--- config.mk ---
export PLATFORM = sky130hd
export DESIGN_NAME = image_stream_ctrl
export DESIGN_NICKNAME = d
export VERILOG_FILES = /design/src/rtl/image_stream_ctrl_pkg.sv /design/src/rtl/image_stream_ctrl_raster_counter.sv /design/src/rtl/image_stream_ctrl.sv
export SDC_FILE = /design/constraint.sdc
export NUM_CORES = 1
export LEC_CHECK = 0
export ABC_CLOCK_PERIOD_IN_PS = 1990
export CAP_MARGIN = 20
export CORE_MARGIN = 2
export CORE_UTILIZATION = 60
export CTS_BUF_LIST = sky130_fd_sc_hd__clkbuf_16
export CTS_CLUSTER_DIAMETER = 100
export DETAILED_ROUTE_END_ITERATION = 10
export DONT_BUFFER_PORTS = 1
export PLACE_DENSITY = 0.84
export SLEW_MARGIN = 10
export SYNTH_ARGS = -nofsm -noshare
export SYNTH_HDL_FRONTEND = slang
export SYNTH_SLANG_ARGS = --single-unit
--- constraint.sdc ---
create_clock -name clk -period 1.99 [get_ports clk]
set_input_delay 0.398 -clock clk [delete_from_list [all_inputs] [get_ports clk]]
set_output_delay 0.398 -clock clk [all_outputs]
set_load 0.005 [all_outputs]
--- src/rtl/image_stream_ctrl_pkg.sv ---
// Shared image geometry, pixel/address widths and stream FSM encodings for the CNN input path.
package image_stream_ctrl_pkg;

  localparam int IMG_W      = 28;
  localparam int IMG_H      = 28;
  localparam int IMG_PIXELS = IMG_W * IMG_H;
  localparam int PIX_W      = 8;
  localparam int ADDR_W     = 10;
  localparam int COL_W      = 5;
  localparam int ROW_W      = 5;

  localparam logic [COL_W-1:0] COL_LAST = COL_W'(IMG_W - 1);
  localparam logic [ROW_W-1:0] ROW_LAST = ROW_W'(IMG_H - 1);

  typedef enum logic [1:0] {
    ST_IDLE  = 2'd0,
    ST_RUN   = 2'd1,
    ST_DRAIN = 2'd2
  } state_t;

endpackage

--- src/rtl/image_stream_ctrl_raster_counter.sv ---
// Raster-order col/row/address counter; advances on en, clr has priority, wraps after the last pixel.
module image_stream_ctrl_raster_counter
  import image_stream_ctrl_pkg::*;
(
  input  logic              clk,
  input  logic              rst,
  input  logic              clr,
  input  logic              en,
  output logic [COL_W-1:0]  col,
  output logic [ROW_W-1:0]  row,
  output logic [ADDR_W-1:0] addr,
  output logic              sof,
  output logic              eol,
  output logic              eof
);

  assign sof = (col == '0) && (row == '0);
  assign eol = (col == COL_LAST);
  assign eof = eol && (row == ROW_LAST);

  always_ff @(posedge clk or posedge rst) begin
    if (rst) begin
      col  <= '0;
      row  <= '0;
      addr <= '0;
    end else if (clr) begin
      col  <= '0;
      row  <= '0;
      addr <= '0;
    end else if (en) begin
      if (eof) begin
        // Wrap instead of running past the last pixel address.
        col  <= '0;
        row  <= '0;
        addr <= '0;
      end else if (eol) begin
        col  <= '0;
        row  <= row + 1'b1;
        addr <= addr + 1'b1;
      end else begin
        col  <= col + 1'b1;
        addr <= addr + 1'b1;
      end
    end
  end

endmodule

--- src/rtl/image_stream_ctrl.sv ---
// Streams one 28x28 frame from a combinational image ROM per start, with row/col tags and frame/line markers.
module image_stream_ctrl
  import image_stream_ctrl_pkg::*;
(
  input  logic                    clk,
  input  logic                    rst,
  input  logic                    start,
  input  logic                    abort,
  output logic                    busy,
  output logic                    done,
  output logic [ADDR_W-1:0]       rom_addr,
  input  logic signed [PIX_W-1:0] rom_data,
  output logic                    m_valid,
  input  logic                    m_ready,
  output logic signed [PIX_W-1:0] m_data,
  output logic [ROW_W-1:0]        m_row,
  output logic [COL_W-1:0]        m_col,
  output logic                    m_sof,
  output logic                    m_eol,
  output logic                    m_eof
);

  state_t            state;
  state_t            state_nxt;
  logic              load;
  logic              done_nxt;
  logic              go_idle;
  logic [COL_W-1:0]  cnt_col;
  logic [ROW_W-1:0]  cnt_row;
  logic [ADDR_W-1:0] cnt_addr;
  logic              cnt_sof;
  logic              cnt_eol;
  logic              cnt_eof;

  assign busy     = (state != ST_IDLE);
  assign rom_addr = cnt_addr;
  assign go_idle  = abort && (state != ST_IDLE);

  always_ff @(posedge clk or posedge rst) begin
    if (rst) state <= ST_IDLE;
    else     state <= state_nxt;
  end

  always_comb begin
    state_nxt = state;
    load      = 1'b0;
    done_nxt  = 1'b0;
    case (state)
      ST_IDLE: begin
        if (start && !abort) state_nxt = ST_RUN;
      end
      ST_RUN: begin
        load = !m_valid || m_ready;
        if (abort)                  state_nxt = ST_IDLE;
        else if (load && cnt_eof)   state_nxt = ST_DRAIN;
      end
      ST_DRAIN: begin
        if (abort) begin
          state_nxt = ST_IDLE;
        end else if (m_valid && m_ready) begin
          state_nxt = ST_IDLE;
          done_nxt  = 1'b1;
        end
      end
      default: state_nxt = ST_IDLE;
    endcase
  end

  // Counter parks at pixel 0 whenever the FSM is (or is about to be) idle.
  image_stream_ctrl_raster_counter u_cnt (
    .clk  (clk),
    .rst  (rst),
    .clr  (state_nxt == ST_IDLE),
    .en   (load && !abort),
    .col  (cnt_col),
    .row  (cnt_row),
    .addr (cnt_addr),
    .sof  (cnt_sof),
    .eol  (cnt_eol),
    .eof  (cnt_eof)
  );

  always_ff @(posedge clk or posedge rst) begin
    if (rst) begin
      done    <= 1'b0;
      m_valid <= 1'b0;
      m_data  <= '0;
      m_row   <= '0;
      m_col   <= '0;
      m_sof   <= 1'b0;
      m_eol   <= 1'b0;
      m_eof   <= 1'b0;
    end else begin
      done <= done_nxt;
      if (go_idle) begin
        m_valid <= 1'b0;
      end else if (load) begin
        m_valid <= 1'b1;
        m_data  <= rom_data;
        m_row   <= cnt_row;
        m_col   <= cnt_col;
        m_sof   <= cnt_sof;
        m_eol   <= cnt_eol;
        m_eof   <= cnt_eof;
      end else if (m_valid && m_ready) begin
        m_valid <= 1'b0;
      end
    end
  end

endmodule
==> results.toml, run 1 <==
[critical_path]
critPathKind = "reg -> reg"
crit_path_end_kind = "flop"
crit_chain = "or2_0 -> a32o_2 -> or4_1 -> a21oi_1"
cpMaxStageDelayCell = "or4_1"
cp_max_fo = 18
cp_slowest_stage_delay_ns = 0.56
reg2regPathDepth = 4
worstPathArrival_ns = 2.11
worstSetupStartpointType = "flop"
worstPathRequired_ns = 2.18
reg2reg_slack_ns = 0.07

[finish]
final_cell_mix = "nand2_1 (61), dfrtp_1 (44), a21oi_1 (16)"
multiInputGateArea_sq_um = 951
diodes = 0
stdcell_count = 292
drive_gt1_share_pct = 11.8
area_growth_pct = 11.8
fin_nets = 263
seq_area_sq_mm = 0.00113
fillers = 275
final_common_cell = "nand2_1"

[grt]
grt_max_degree = 46
grt_usage_pct = 24.6
antenna_found_initial = 0
grt_pass1_vias = 1718
grt_pass1_wl_mm = 7.89
overflow = 0

[pwr]
peakVddDrop_mv = 0.429
p_leak_nw = 1.10
power.share.clock_pct = 40.9
switching_share_pct = 24.0
comb_power_share_pct = 7.4
power_density_mw_per_mm2 = 799
p_seq_share_pct = 51.7
p_int_w = 0.00147
switching_power_w = 0.000465

[floorplanning]
dieArea_sq_mm = 0.00411
die_h_um = 64.1
std_cell_rows = 21
start_util_pct = 63.5
core_sq_mm = 0.00342
ioPinCount = 47
dieWidth_um = 64.1

[clocking]
clockRootBuffer = "clkbuf_16"
clkTransAtPathRegs_ns = 0.06
cts_tree = "yes"
clockBufferDepth = 2
holdBufCountCts = 0
clock_sinks = 45
cts_max_level = 2
insertion_delay_ns = 0.28
cts_made_buffers = 5

[sta]
hold_violations = 0
rsz0062_at_grt = "no"
finalCriticalPeriod_ns = 1.92
fmaxAchievable_ghz = 0.522
slew_violations = 0
setup_violations = 0
fin_crit_sh_pct = 96.3
worst_pin_slew_ns = 0.321
setup_slack_ns = 0.0742
finalClockSkew_ns = 0.00294
slew_headroom_pct = 78.3
fin_setup_tns_ns = 0

[synthesis]
yosys_register_bits = 45
ys_warn_count = 0
syn_area_sq_mm = 0.00217
ys_seq_area_share_pct = 51.9
synth_cell_type_count = 40
syn_inst = 237
avgSynthCellArea_sq_um = 9.15
synth_fp_nets = 255

[detailed_routing]
drt_iter0_drc = 97
wl_per_cell_um = 15.6
ant_nets = 0
via_per_inst = 5.95
vias = 1737
first_pass_iters = 4
drc = 0
wirelength_mm = 4.57

[placed_design]
place_ws_ns = 0.0580
dp_hpwl_mm = 3.16
place_inst = 283
io_buffers = 0
gp_congestion = 0.779

[worst_hold_path]
hold_path.class = "in -> async"

[run_status]
status = "finished, final reports clean"

[job]
cap_violations = 0
-- path summary, 6_finish.rpt --
path                                    start                        end
max in group asynchronous                 rst         state[1]$_DFF_PP0_
max reg2reg                state[1]$_DFF_PP0_  u_cnt.addr[9]$_DFFE_PP0P_
min                                       rst       m_row[0]$_DFFE_PP0P_
min in group clk                        abort             done$_DFF_PP0_
max                        state[1]$_DFF_PP0_  u_cnt.addr[9]$_DFFE_PP0P_
min reg2reg                 m_eof$_DFFE_PP0P_          m_eof$_DFFE_PP0P_
-- what timing repair did --
item	in CTS	in global routing
resized for setup	0	1
setup buffers	0	1
setup endpoints to repair	0	1
-- logic make-up after synthesis --
group	after synthesis	synth area share, %
adder cells (fa/ha/maj)	5	2.89
multiplexers	3	1.38
AO/OA/AOI/OAI	47	13.7
buffers and inverters	22	4.21
AND/OR/NAND/NOR	115	25.9
flip-flops	45	51.9
-- area by class of cell --
class / instances / share of cell area (%)
clock buffer: 5 / 5.16
clock inverter: 3 / 0.774
inverter: 11 / 1.70
multi-input combinational: 170 / 39.2
sequential: 45 / 46.5
tap: 46 / 2.37
timing repair buffer: 12 / 4.23
-- metal layers --
metal	wire length (um)	part of all wire [%]	global-route usage, %	vias up
met5	0	0	0	-
met4	102	2.2	9.84	0
met3	286	6.3	7.39	13
met2	2260	49	39.8	55
met1	1920	42	31.1	820
li1	-	-	-	849
-- Yosys cell counts, drive strengths merged --
master | n | share of area, %
o31ai | 3 | 1.0
a31oi | 2 | 0.58
nor2b | 1 | 0.29
a32o | 2 | 0.98
nand2 | 61 | 11
nor4 | 2 | 0.58
a21oi | 16 | 3.7
mux2i | 3 | 1.4
o2111ai | 4 | 1.6
o22ai | 1 | 0.58
nand4 | 3 | 1.2
o21ai | 14 | 3.2
nor4b | 2 | 0.81
o21a | 1 | 0.35
nand3 | 13 | 3.0
buf | 3 | 0.92
and2 | 2 | 0.58
nand2b | 2 | 0.58
o211ai | 1 | 0.35
and4b | 2 | 0.92
inv | 11 | 1.9
or2 | 5 | 1.4
nand4b | 1 | 0.40
nor3 | 2 | 0.46
and3 | 1 | 0.29
clkbuf | 8 | 1.4
or3 | 6 | 1.7
nor2 | 7 | 1.2
nor4bb | 1 | 0.46
ha | 5 | 2.9
a41o | 1 | 0.46
o31a | 1 | 0.40
o21ba | 1 | 0.46
dfrtp | 45 | 52
or4 | 4 | 1.4
-- flip-flops by register name (all words and copies together), names as in the netlist, 2 cells and up --
signal / count
u_cnt.row: 5
m_col: 5
m_row: 5
u_cnt.addr: 10
m_data: 8
state: 2
u_cnt.col: 5
-- per-stage QoR --
| stage | total power [W] | util, % | hold slack, ns | cell area (sq um) |
|---|---|---|---|---|
| global route | 0.00201 | 71.0 | 0.0461 | 2420 |
| detailed placement | 0.00116 | 66.5 | 0.337 | 2270 |
| floorplan | 0.00111 | - | 0.470 | 2170 |
| global placement | 0.00116 | 66.5 | 0.336 | 2270 |
| finish | 0.00194 | 71.0 | 0.0254 | 2420 |
| CTS | 0.00196 | 70.7 | 0.0367 | 2410 |
-- power groups by stage --
stage                     Clock, W  Sequential, W  Combinational, W
after CTS                 0.000811        0.00100          0.000143
after global routing      0.000838        0.00101          0.000168
after floorplan                  0        0.00101          0.000107
final                     0.000792        0.00100          0.000143
after global placement           0        0.00102          0.000138
after detailed placement         0        0.00102          0.000141
-- critical path: cells and delay by family (launching register included) --
kind	cells	cell delay, ns
and+or+nand+nor	2	0.80
AOI/OAI and AO/OA	2	0.57
DFF	1	0.46
Power figures use the tool's default switching activity.
==> inputs of run 2 (changes only) <==
--- a/config.mk
+++ b/config.mk
@@ -17,4 +17,5 @@
 export SLEW_MARGIN = 10
 export SYNTH_ARGS = -nofsm -noshare
 export SYNTH_HDL_FRONTEND = slang
+export SYNTH_HIERARCHICAL = 1
 export SYNTH_SLANG_ARGS = --single-unit
==> results.toml, run 2 <==
[run_status]
status = "finished, final reports clean"

[sta]
hold_violations = 0
setup_violations = 0
worst_pin_slew_ns = 0.903
fin_crit_sh_pct = 97.3
rsz0062_at_grt = "no"
fin_setup_tns_ns = 0
finalCriticalPeriod_ns = 1.94
finalClockSkew_ns = 0.00281
slew_headroom_pct = 39.8
whs_ns = 0.139
slew_violations = 0
fmaxAchievable_ghz = 0.516

[detailed_routing]
wirelength_mm = 4.36
wl_per_cell_um = 18.6
ant_nets = 0
vias = 1435
dr_wl_met2_mm = 2.25
drc = 0
drt-met1-wl_mm = 1.72
first_pass_iters = 4
drt_iter0_drc = 81
routed-wl-met3_um = 331
via_per_inst = 6.11
dr.max_layer_used = "met4"

[synthesis]
ys_warn_count = 6
synthTopCellsByArea = "dfrtp_1 (52%), mux2_4 (12%), nor2_1 (2.9%)"
syn_inst = 182
muxShareOfSynthArea_pct = 15.9
synthXorXnorAreaFrac_pct = 3.21
ys_seq_area_share_pct = 51.5
postSynth.asyncResetShare_pct = 100
synthTopCellsByCount = "dfrtp_1 (45), mux2_4 (18), nor2_1 (17)"
synth_ff_type = "dfrtp_1"
synth_area_leader_cell = "dfrtp_1"
yosysMostFrequentCell = "dfrtp_1"
synth-edff-count = 0
synth_cell_type_count = 42
synth_fp_nets = 200
synth_adder_area_share_pct = 2.86
yosys.area_share.simple_pct = 14.2
synth_top_area_share_pct = 51.5
avgSynthCellArea_sq_um = 12.0
synth_top_family_by_area = "multiplexers"
yosys_register_bits = 45
synth_compound_area_share_pct = 8.53
syn_area_sq_mm = 0.00218

[critical_path]
worstPathRequired_ns = 2.16
crit_path_end_kind = "flop"
worstSetupStartpointType = "flop"
cpMaxStageDelayCell = "dfrtp_1"
cp_num_buf_inv = 0
crit_family = "simple AND/OR/NAND/NOR gates"
crit_chain = "or2b_1 -> nand2b_1 -> a21o_2 -> or2_2 -> nand4_1 -> xor2_1 -> nor3_1"
cp_slowest_stage_delay_ns = 0.40
worstPathArrival_ns = 2.10
critPathKind = "reg -> reg"
cp_max_fo = 5

[grt]
antenna_found_initial = 0
grt_pass1_wl_mm = 7.18
overflow = 0
grt_max_degree = 26
grt_pass1_vias = 1423
grt_usage_pct = 23.1

[finish]
stdcell_count = 235
diodes = 0
fin_nets = 206
final_common_cell = "dfrtp_1"
top_register = "u_cnt/addr"
area_growth_pct = 8.19
largest_registers = "u_cnt/addr (10), m_data (8)"
largest_reg_flops = 10
drive_gt1_share_pct = 23.8
post-route-cell-area_sq_mm = 0.00236
final_cell_mix = "dfrtp_1 (45), mux2_4 (18), nor2_1 (17)"

[placed_design]
io_buffers = 0
place_inst = 227
dpl_cell_area_sq_mm = 0.00222
dp_hpwl_mm = 3.00
gp_congestion = 0.883

[clocking]
insertion_delay_ns = 0.28
clockRootBuffer = "clkbuf_16"
cts_made_buffers = 5
cts_setup_buffers = 0
cts_tree = "yes"
clkTransAtPathRegs_ns = 0.06
cts_max_level = 2
clockBufferDepth = 2
clock_sinks = 45

[floorplanning]
die_h_um = 64.3
ioPinCount = 47
std_cell_rows = 21
dieWidth_um = 64.3
start_util_pct = 64.0
core_sq_mm = 0.00342
dieArea_sq_mm = 0.00414

[worst_hold_path]
hold_path.class = "in -> async"

[job]
cap_violations = 0

[pwr]
p_leak_nw = 1.12
power_w = 0.00195
peakVddDrop_mv = 0.468
power_density_mw_per_mm2 = 823
==> run 2: cell types whose count changed after synthesis, sizes merged, moves of 5 or more <==
cell    delta
nand2     -53
mux2      +23
nor2      +11
nand3      -9
clkbuf     -8
o21ai      -8
a21oi      -5
xor2       +5
==> run 2: area by class of cell <==
class                   instances  area [sq um]
flip-flops and latches         45          1130
inverters                      11          41.3
multi-input cells             122           978
clock buffers                   5           125
well taps                      46          57.6
clock inverters                 3          12.5
repair buffers                  3          22.5
fillers                       235          1050
==> run 2: worst paths after layout <==
path / endpoint / cells after the start / slack, ns / from
min: u_cnt/col[2]$_DFFE_PP0P_ / 1 / 0.14 / rst
max reg2reg: u_cnt/col[3]$_DFFE_PP0P_ / 7 / 0.05 / state[1]$_DFF_PP0_
min in group clk: done$_DFF_PP0_ / 1 / 0.19 / abort
max in group asynchronous: m_row[4]$_DFFE_PP0P_ / 1 / 1.24 / rst
min reg2reg: m_valid$_DFFE_PP0P_ / 1 / 0.53 / state[1]$_DFF_PP0_
max: u_cnt/col[3]$_DFFE_PP0P_ / 7 / 0.05 / state[1]$_DFF_PP0_
==> run 2: layer usage <==
| metal | global-route usage (%) | up-vias |
|---|---|---|
| met5 | 0 | - |
| met4 | 8.51 | 0 |
| met3 | 8.10 | 7 |
| met2 | 39.3 | 75 |
| met1 | 26.8 | 703 |
| li1 | - | 650 |
==> run 2: metrics by stage <==
stage | worst slack (ns) | util [%]
floorplan | 0.0777 | -
global placement | 0.209 | 65.1
detailed placement | 0.0929 | 65.1
CTS | 0.0565 | 69.1
global route | 0.00749 | 69.2
finish | 0.0533 | 69.2
==> run 2: power breakdown <==
part           internal [W]  switching (W)  total (W)
combinational     0.0000841      0.0000806   0.000165
clock              0.000454       0.000320   0.000773
sequential         0.000965      0.0000422    0.00101
total               0.00150       0.000442    0.00195
==> run 2: worst register-to-register path: stages (launching register included) <==
cell      delay (ns)
dfrtp_1         0.40
or2b_1          0.25
nand2b_1        0.17
a21o_2          0.24
or2_2           0.36
nand4_1         0.13
xor2_1          0.21
nor3_1          0.07
==> run 2: repair_timing <==
item / CTS / global route
resized for setup: 0 / 2
endpoints found under the setup margin: 0 / 9
hold buffers: 0 / 0
==> run 2: logic make-up after synthesis <==
kind of cell               Yosys count
xor gates and xnor gates             8
buffers and inverters               15
and+or+nand+nor                     55
AOI/OAI and AO/OA                   29
muxes                               25
DFF                                 45
adders and majority gates            5
